File: src/rtl/div_req_sequencer.sv
// Issue/collect wrapper around a free-running pipelined divider: tagged requests go in,
// quotients return in order through a credit-protected output FIFO.
module div_req_sequencer #(
    parameter int TAG_W     = 4,
    parameter int DIV_LAT   = 11,
    parameter int OUT_DEPTH = 16
) (
    input  logic             clk,
    input  logic             rst,
    input  logic             req_valid,
    output logic             req_ready,
    input  logic [12:0]      req_dividend,
    input  logic [12:0]      req_divisor,
    input  logic [TAG_W-1:0] req_tag,
    output logic             div_start,
    output logic [12:0]      div_dividend,
    output logic [12:0]      div_divisor,
    input  logic [11:0]      div_quotient,
    output logic             rsp_valid,
    input  logic             rsp_ready,
    output logic [11:0]      rsp_quotient,
    output logic [TAG_W-1:0] rsp_tag,
    output logic             rsp_dz,
    output logic             busy
);

    // Stage 0 pairs with the operand register; DIV_LAT+1 further stages cover the divider.
    localparam int SH_LEN = DIV_LAT + 2;
    localparam int PW     = $clog2(OUT_DEPTH);
    localparam int CW     = $clog2(OUT_DEPTH + 1);

    typedef struct packed {
        logic             valid;
        logic [TAG_W-1:0] tag;
        logic             dz;
    } shadow_t;

    typedef struct packed {
        logic [11:0]      quotient;
        logic [TAG_W-1:0] tag;
        logic             dz;
    } entry_t;

    shadow_t       shadow [SH_LEN];
    entry_t        mem    [OUT_DEPTH];
    entry_t        push_entry;
    entry_t        head;
    logic [PW-1:0] wr_ptr;
    logic [PW-1:0] rd_ptr;
    logic [CW-1:0] inflight_cnt;
    logic [CW-1:0] inflight_nxt;
    logic [CW-1:0] fifo_cnt;
    logic [CW-1:0] fifo_nxt;
    logic          accept;
    logic          push;
    logic          pop;

    // Credits count both in-flight ops and buffered results, so the FIFO can never overflow.
    assign req_ready = ~rst & (({1'b0, inflight_cnt} + {1'b0, fifo_cnt}) < (CW+1)'(OUT_DEPTH));
    assign accept    = req_valid & req_ready;
    assign push      = shadow[SH_LEN-1].valid;
    assign pop       = rsp_valid & rsp_ready;

    assign push_entry.quotient = shadow[SH_LEN-1].dz ? 12'hFFF : div_quotient;
    assign push_entry.tag      = shadow[SH_LEN-1].tag;
    assign push_entry.dz       = shadow[SH_LEN-1].dz;

    assign head         = mem[rd_ptr];
    assign rsp_quotient = head.quotient;
    assign rsp_tag      = head.tag;
    assign rsp_dz       = head.dz;

    always_comb begin
        // NOTE: defaults first so every path assigns both counts and no latch is inferred.
        inflight_nxt = inflight_cnt;
        fifo_nxt     = fifo_cnt;
        case ({accept, push})
            2'b10:   inflight_nxt = inflight_cnt + CW'(1);
            2'b01:   inflight_nxt = inflight_cnt - CW'(1);
            default: ;
        endcase
        case ({push, pop})
            2'b10:   fifo_nxt = fifo_cnt + CW'(1);
            2'b01:   fifo_nxt = fifo_cnt - CW'(1);
            default: ;
        endcase
    end

    // NOTE: all state updates use non-blocking assignments so every register samples pre-edge values.
    always_ff @(posedge clk) begin
        if (rst) begin
            div_start    <= 1'b0;
            div_dividend <= '0;
            div_divisor  <= '0;
            for (int i = 0; i < SH_LEN; i++) shadow[i] <= '0;
            inflight_cnt <= '0;
            fifo_cnt     <= '0;
            wr_ptr       <= '0;
            rd_ptr       <= '0;
            rsp_valid    <= 1'b0;
            busy         <= 1'b0;
        end else begin
            div_start    <= 1'b1;
            div_dividend <= accept ? req_dividend : '0;
            div_divisor  <= accept ? req_divisor  : '0;
            shadow[0].valid <= accept;
            shadow[0].tag   <= accept ? req_tag : '0;
            shadow[0].dz    <= accept & (req_divisor == '0);
            for (int i = 1; i < SH_LEN; i++) shadow[i] <= shadow[i-1];
            if (push) wr_ptr <= wr_ptr + PW'(1);
            if (pop)  rd_ptr <= rd_ptr + PW'(1);
            inflight_cnt <= inflight_nxt;
            fifo_cnt     <= fifo_nxt;
            rsp_valid    <= (fifo_nxt != '0);
            busy         <= (inflight_nxt != '0) | (fifo_nxt != '0);
        end
    end

    // NOTE: the storage array has no reset; pointers and count alone define which entries are live.
    always_ff @(posedge clk) begin
        if (push) mem[wr_ptr] <= push_entry;
    end

    a_no_overflow: assert property (@(posedge clk) disable iff (rst)
        !(push && fifo_cnt == CW'(OUT_DEPTH)));

endmodule

File: config.mk
export PLATFORM = sky130hd
export DESIGN_NAME = div_req_sequencer
export DESIGN_NICKNAME = d
export VERILOG_FILES = /design/src/rtl/div_req_sequencer.sv
export SDC_FILE = /design/constraint.sdc
export NUM_CORES = 1
export LEC_CHECK = 0
export CORE_MARGIN = 4
export CORE_UTILIZATION = 50
export CTS_CLUSTER_DIAMETER = 200
export CTS_CLUSTER_SIZE = 25
export DETAILED_ROUTE_END_ITERATION = 7
export GPL_ROUTABILITY_DRIVEN = 0
export PLACE_DENSITY_LB_ADDON = 0.2
export SKIP_CTS_REPAIR_TIMING = 1
export SKIP_LAST_GASP = 1
export SLEW_MARGIN = 20
export SYNTH_ARGS = -nofsm -noshare
export SYNTH_HDL_FRONTEND = slang
export SYNTH_SLANG_ARGS = --single-unit
File: constraint.sdc
create_clock -name clk -period 4.76 [get_ports clk]
set_input_delay 0.714 -clock clk [delete_from_list [all_inputs] [get_ports clk]]
set_output_delay 0.714 -clock clk [all_outputs]
set_load 0.005 [all_outputs]
Yosys cells after proc, flatten, opt, wreduce, memory -nomap -nowiden
Memory sizes are Yosys's and may differ from the RTL's. A register that Yosys moved wholly into a read port is not among the register bits.
Index checks and enable logic that the tools add are counted.
Storage, ports and cells
  logic and storage cells: 75
  output and inout bits: 47
  memories kept: 2
  input bits: 46
  RAM bits: 350
  register bits: 47
Memories
  mem: depth 16, bits a word 17, read ports 1, clocked after Yosys merged registers in 1, write ports 1, RTL line 45  | entry_t mem [OUT_DEPTH];
  shadow: depth 13, bits a word 6, read ports 13, clocked after Yosys merged registers in 0, write ports 13, RTL line 44  | shadow_t shadow [SH_LEN];
Cells by class
  bitwise operators: 22
  $add $sub $neg: 7
  reductions and logical operators: 4
  mux-type cells: 26
  equal/unequal tests: 4
  magnitude comparators: 1
Operator list (number)
  6-bit two-way mux: 12
  5-bit case mux with 2 select lines: 2
  4-bit two-way mux: 4
  1-bit bitwise OR: 16
  13-bit zero test: 1
  12-bit two-way mux: 1
  5-bit by 1-bit adder with 5-bit output, second input constant: 2
  5-bit nonzero test: 2
  5-bit by 1-bit subtractor with 5-bit output, second input constant: 2
  4-bit by 1-bit adder with 4-bit output, second input constant: 2
  1-bit two-way mux: 7
  5-bit by 5-bit adder with 6-bit output: 1
  6-bit by 5-bit < comparator with 1-bit output, second input constant: 1
  1-bit AND: 4
  2-bit by 1-bit == test with 1-bit output, second input constant: 2
  2-bit == test, second input constant: 2
  1-bit NOT: 2
  2-bit OR reduction: 1

Depth between registers and ports, before layout
Gate-level depths: netlist of the first run.
  depth in word-level cells: 8
  depth in mapped cells: 13
  mapped depth without buffers: 13

Least setup slack after synthesis of the first run
Ideal clock, no wire load.
  path kind: input -> register
  start point: in rst
  end point: reg busy
  buffers on the path: 0
  arrival: 3071 ps
  stages on the path: 11
  path slack: 1554 ps
  setup time: 136 ps
  required time: 4624 ps
  cell sequence: or4_1 a21oi_1 and2_1 inv_1 ha_1 ha_1 nor4b_1 a221oi_1 nand2_1 o41ai_1 o211ai_1
Between the ends
  longest elaborated chain between the ends: 7
  elaborated cells between the ends (all ways): 8
  those cells by class: eq/ne: 2; mux: 1; bitwise: 4; reduce/logical: 1
Ends and longest elaborated chain
  from (decl): RTL line 9  | input logic rst,
  1-bit NOT: RTL line 59  | assign req_ready = ~rst & (({1'b0, inflight_cnt} + {1'b0, fifo_cnt}) < (CW+1)'(OUT_DEPTH));
  1-bit AND: RTL line 59
  1-bit AND: RTL line 60  | assign accept = req_valid & req_ready;
  2-bit by 1-bit == test with 1-bit output / 2-bit == test (equally long branches): RTL line 77  | case ({accept, push})
  5-bit case mux with 2 select lines: RTL line 77
  5-bit nonzero test: RTL line 115  | busy <= (inflight_nxt != '0) | (fifo_nxt != '0);
  1-bit bitwise OR: RTL line 115
  to (signal assigned): RTL line 115
  to (decl): RTL line 24  | output logic busy
Several ways; a longest one is shown, not always the timed one.
A chain may end at the register's enable or synchronous reset.

==> out/qor.csv, run 1 <==
metric,value,unit
ios,93,
design_area,16580,sq um
antenna_cells,0,
ant_nets,0,
drv_slew,0,
via_per_inst,5.484,
cp-endpoint,rsp_tag[2],
total_power,6.137,mW
netlist.top_cell.by_area,edfxtp_1,
cp-start-kind,register,
reg2reg_depth,13,
min_from,shadow[0][3],
synth-main-ff-cell,edfxtp_1,
synth_seq_cells,401,
synth_area_per_cell,18.55,sq um
syn-num-nets,851,
fin_skew,0.02520,ns
synth_top_cells_by_count,"edfxtp_1 (272), dfxtp_1 (129), mux4_2 (85), nor2b_1 (75), and3_1 (31)",
ys_seq_area_share,73.73,%
place_area,15970,sq um
start_util,50.80,%
grt_pass1_vias,7272,
num_vias,7014,
irDropWorstVdd,264.9,uV
p_per_area,370.2,nW/um^2
totalWireLength,27.49,mm
synth.most_common_cell,edfxtp_1,
grt_max_degree,94,
p_leak,5.491,nW
crit_path_end_kind,output port,
clock.fmax,254.0,MHz
worstPathArrival,3.22,ns
worst_ep_required_time,4.05,ns
clock-sinks,401,
clk_pin_slew,0.10,ns
slew_headroom,26.00,%
grt_usage,17.34,%
netlist_area,14580,sq um
yosys_warnings,0,
avgRoutedWirePerCell,21.49,um
drc,0,
path_class,register to output port,
rsz0062_at_grt,false,
status,"complete, no violations",
netlist_instances,786,
critPathMostFrequentCell,mux4_2,
drtIter0Drc,608,
cp_max_fo,43,
r2r_start,inflight_cnt[4],
clk_latency,0.53,ns
synth_edf_count,272,
dr.pass1.iters,5,
finalCritPeriodShare,82.70,%
cts_made_buffers,20,
timing.final.crit_period,3.936,ns
asyncSetResetFlopFracSynth,0,%
hpwl,16.06,mm
yosys-top-cells-area,"edfxtp_1 (56%), dfxtp_1 (18%), mux4_2 (13%), nor2b_1 (3.2%), ha_1 (1.5%)",
critPathSlowestCell,dfxtp_4,
final_nets,947,
tightest_slew,1.108,ns
cts_tree,built,
final.setup.tns,0,ns
final_layout_size_suffix_gt1_share,16.42,%
ctsLongestPathBuffers,3,
timing.rr.end,busy,
die-area,31960,sq um
die_w,178.8,um
ctsRootBufferMaster,clkbuf_16,
fill_cells,2154,
fp.coreArea,28700,sq um
cap_violations,0,
rows,62,
min_path_type,register to register,
port_buffers,92,
grt_pass1_wl,41.93,mm
setup_viol,0,
syn2layout_area_growth,13.70,%
synth_cell_types,41,
hold_viol,0,
path_cells,"buf_12, mux4_2, mux4_2, clkdlybuf4s50_1",
antenna_found_initial,0,
timing.reg2reg.setup_slack,1.08,ns
htree_levels,1,
die_h,178.8,um
cpPeakStageDelay,0.71,ns
grt_remaining_overflow,0,
synth_top_area_share,56.02,%
==> placed cells by master, fill, tap and decap left out, types with 3 or more instances in the layout <==
cell             synthesis  layout
edfxtp_1               272     272
dfxtp_1                129     127
clkdlybuf4s50_1          0      91
mux4_2                  85      85
nor2b_1                 75      75
and3_1                  31      31
nor2_1                  29      29
clkbuf_16                0      21
buf_4                    0      21
and2_1                  19      19
ha_1                    17      17
clkbuf_1                26      13
or2_2                   12      12
a21oi_1                 10      10
inv_1                    9       9
xor2_1                   9       9
nand2_1                  7       7
mux2i_1                  7       7
nor3_1                   4       4
nand3_1                  3       3
==> routing by layer <==
metal | global-route usage [%] | wire [um] | vias to the layer above
met3 | 2.931 | 1495 | 28
met2 | 30.15 | 13990 | 176
met1 | 23.36 | 11640 | 3634
met5 | 0 | 0 | -
li1 | - | - | 3176
met4 | 3.518 | 359 | 0
==> through the flow <==
stage	cells	hold slack [ns]	worst slack, ns	utilization (%)
final	1279	0.4170	0.8236	57.76
after CTS	1279	0.4121	0.7141	57.76
after floorplan	786	0.4138	1.554	-
after global routing	1279	0.4141	0.6078	57.76
after detailed placement	1244	0.4226	0.9915	55.65
after global placement	1244	0.4174	1.087	55.65
==> cell type report <==
type | instances | area (sq um) | area share [%]
timing repair buffer | 115 | 1114 | 6.717
clock buffer | 34 | 574.3 | 3.464
inverter | 9 | 33.78 | 0.2038
clock inverter | 1 | 30.03 | 0.1811
tap | 384 | 480.5 | 2.898
sequential | 401 | 10760 | 64.88
multi-input combinational | 335 | 3591 | 21.66
==> worst max-delay path: cells and delay by family (launching register included) <==
family                 cells  cell delay, ns
DFF                        1            0.71
muxes                      2            1.08
buffers and inverters      2            0.87
==> cells by family after synthesis <==
logic type      after synthesis  synth area share (%)
xor+xnor                     11                0.6608
compound gates               19                0.8324
mux                          92                 13.61
simple gates                194                 7.792
buf+inv                      50                 1.639
fa+ha+maj                    19                 1.733
flops                       401                 73.73
==> worst min-delay path by stage <==
| stage | to | slack, ns | cells after the start |
|---|---|---|---|
| 2_1_floorplan | shadow[0][10] | 0.41 | 1 |
| 3_3_place_gp | shadow[0][75] | 0.42 | 1 |
| 3_5_place_dp | shadow[0][15] | 0.42 | 1 |
| 4_1_cts | shadow[0][9] | 0.41 | 1 |
| 5_1_grt | shadow[0][9] | 0.41 | 1 |
| 6_report | shadow[0][9] | 0.42 | 1 |
==> where the power goes <==
group / total, mW / internal (mW) / leakage, nW / switching (mW)
Sequential: 3.77 / 3.73 / 3.42 / 0.0439
Combinational: 0.477 / 0.285 / 1.79 / 0.192
Clock: 1.89 / 0.844 / 0.286 / 1.04
Total: 6.14 / 4.86 / 5.49 / 1.28
==> flip-flops by register name, indices dropped and copies added, names as in the netlist, named ones only <==
| register | flops |
|---|---|
| rsp_valid | 1 |
| inflight_cnt | 5 |
| div_divisor | 13 |
| wr_ptr | 4 |
| shadow | 78 |
| rd_ptr | 4 |
| div_dividend | 13 |
| div_start | 1 |
| fifo_cnt | 5 |
| mem | 272 |
| busy | 1 |
Note: power is estimated with default switching activity, not from simulation.
==> run 2: changes to the inputs <==
Clock period 4.76 ns to 3.65 ns, I/O delays scaled along.
==> run 2 against run 1 <==
  * Cell area up 0.36%
  * Clock power increased by 30%
  * Largest power group unchanged
  * Register-to-register slack lost 0.80 ns
==> out/qor.csv, run 2 (same netlist as run 1, synthesis figures left out) <==
metric,value,unit,change
tightest_slew,0.8721,ns,-0.2364 ns
power.share.switching,20.78,%,-0.063 points
cts_tree,built,,
cp_max_fo,30,,-30%
rows,62,,unchanged
p_per_area,481.3,nW/um^2,+30%
port_buffers,92,,unchanged
comb_power_share,8.2,%,+0.4 points
worst_slack,0.2132,ns,-0.6104 ns
timing.rr.end,busy,,
worst_ep_required_time,3.10,ns,-0.95 ns
critPathSlowestCell,dfxtp_2,,
timing.reg2reg.setup_slack,0.28,ns,-0.80 ns
top_register,mem,,
drc,0,,unchanged
htree_levels,1,,unchanged
p_leak,5.519,nW,+0.51%
finalCritPeriodShare,94.16,%,
drtIter0Drc,618,,+1.6%
cap_violations,0,,unchanged
clock.fmax,291.0,MHz,
ios,93,,unchanged
reg2reg_depth,12,,-1
path_class,register to output port,,
grt_usage,17.43,%,+0.095 points
cp-start-kind,register,,
ant_nets,0,,unchanged
via_per_inst,5.433,,-0.92%
grt_pass1_vias,7427,,+2.1%
internal_power,6.344,mW,+31%
drv_slew,0,,unchanged
final_layout_size_suffix_gt1_share,16.91,%,+0.48 points
worstPathArrival,2.89,ns,-0.33 ns
grt_pass1_wl,42.43,mm,+1.2%
min_path_type,register to register,,
place_area,16020,sq um,+0.30%
ctsLongestPathBuffers,3,,unchanged
mostFrequentLayoutCells,"edfxtp_1 (272), dfxtp_1 (126), clkdlybuf4s50_1 (91), mux4_2 (85), nor2b_1 (75)",,
top_regs,"mem: 272 flops, shadow: 78 flops",,
dr.pass1.iters,4,,-1
pwr-share-clk,30.7,%,about the same
hold_depth,1,,unchanged
power_frac_seq,61.1,%,-0.4 points
irDropWorstVdd,312.4,uV,+18%
hold_viol,0,,unchanged
status,"complete, no violations",,
syn2layout_area_growth,14.12,%,
critPathMostFrequentCell,mux4_2,,
hpwl,16.68,mm,+3.9%
num_vias,6971,,-0.61%
clk_latency,0.52,ns,about the same
netSwitchingPower,1.664,mW,+30%
min_from,shadow[0][38],,
antenna_cells,0,,unchanged
final_nets,950,,+0.32%
hold_end,shadow[0][44],,
slew_headroom,41.86,%,+16 points
clk_pin_slew,0.10,ns,about the same
start_util,50.80,%,unchanged
final.setup.tns,0,ns,unchanged
antenna_found_initial,1,,+1
rsz0062_at_grt,false,,
totalWireLength,27.56,mm,+0.28%
setup_viol,0,,unchanged
grt_max_degree,94,,unchanged
timing.final.crit_period,3.437,ns,
r2r_start,fifo_cnt[4],,
fin_skew,0.02891,ns,+0.003708 ns
die-area,31960,sq um,unchanged
cpPeakStageDelay,0.71,ns,about the same
layout_commonest_cell,edfxtp_1,,
cts_made_buffers,20,,unchanged
grt_remaining_overflow,0,,unchanged
avgRoutedWirePerCell,21.48,um,about the same
path_cells,"buf_12, mux4_2, mux4_2, clkdlybuf4s50_1",,
clock-sinks,401,,unchanged
largest_reg_flops,272,,unchanged
design_area,16640,sq um,+0.36%
ctsRootBufferMaster,clkbuf_16,,
die_h,178.8,um,unchanged
pre_cts_ws,0.2169,ns,-0.7746 ns
crit_path_end_kind,output port,,
die_w,178.8,um,unchanged
fp.coreArea,28700,sq um,unchanged
-- run 2: stage by stage --
step / hold slack [ns] / power [mW] / std cells / util [%]
finish: 0.4373 / 8.008 / 1283 / 57.97
global route: 0.4543 / 8.319 / 1283 / 57.97
CTS: 0.4435 / 8.083 / 1283 / 57.94
detailed placement: 0.4204 / 5.660 / 1247 / 55.82
global placement: 0.4173 / 5.639 / 1247 / 55.82
floorplan: 0.4138 / 5.456 / 786 / -
-- run 2: routing by layer --
layer	vias up	share of wire, %	track usage [%]
met5	-	0	0
met4	0	1.2	3.326
met3	27	4.6	2.826
met2	162	52	30.94
met1	3610	43	23.11
li1	3172	-	-
-- run 2: worst max-delay path by stage --
stage / start / endpoint / depth (start not counted) / slack, ns
after floorplan: inflight_cnt[4] / busy / 12 / 0.49
after global placement: inflight_cnt[4] / busy / 12 / 0.35
after detailed placement: inflight_cnt[1] / busy / 13 / 0.22
after CTS: register / rsp_tag[2] / 4 / 0.16
after global routing: fifo_cnt[4] / busy / 12 / 0.03
final: register / rsp_tag[2] / 4 / 0.21
-- run 2: cell type report --
class | instances | area (sq um)
clock buffers | 35 | 578.1
clock inverters | 1 | 30.03
fillers | 2142 | 12060
inverters | 9 | 33.78
multi-input cells | 335 | 3598
flip-flops and latches | 401 | 10760
well taps | 384 | 480.5
repair buffers | 118 | 1161
-- run 2: power by group through the flow --
stage                     Clock [mW]  Combinational [mW]  Sequential (mW)
after floorplan                    0               0.471             4.99
after global routing            2.70               0.721             4.90
after detailed placement           0               0.666             4.99
final                           2.46               0.661             4.89
after CTS                       2.52               0.671             4.89
after global placement             0               0.647             4.99
-- run 2: critical path: cells and delay by family, from the launching register on --
family / cells / cell delay (ns)
multiplexers: 2 / 0.85
buffers and inverters: 2 / 0.78
flip-flops: 1 / 0.71
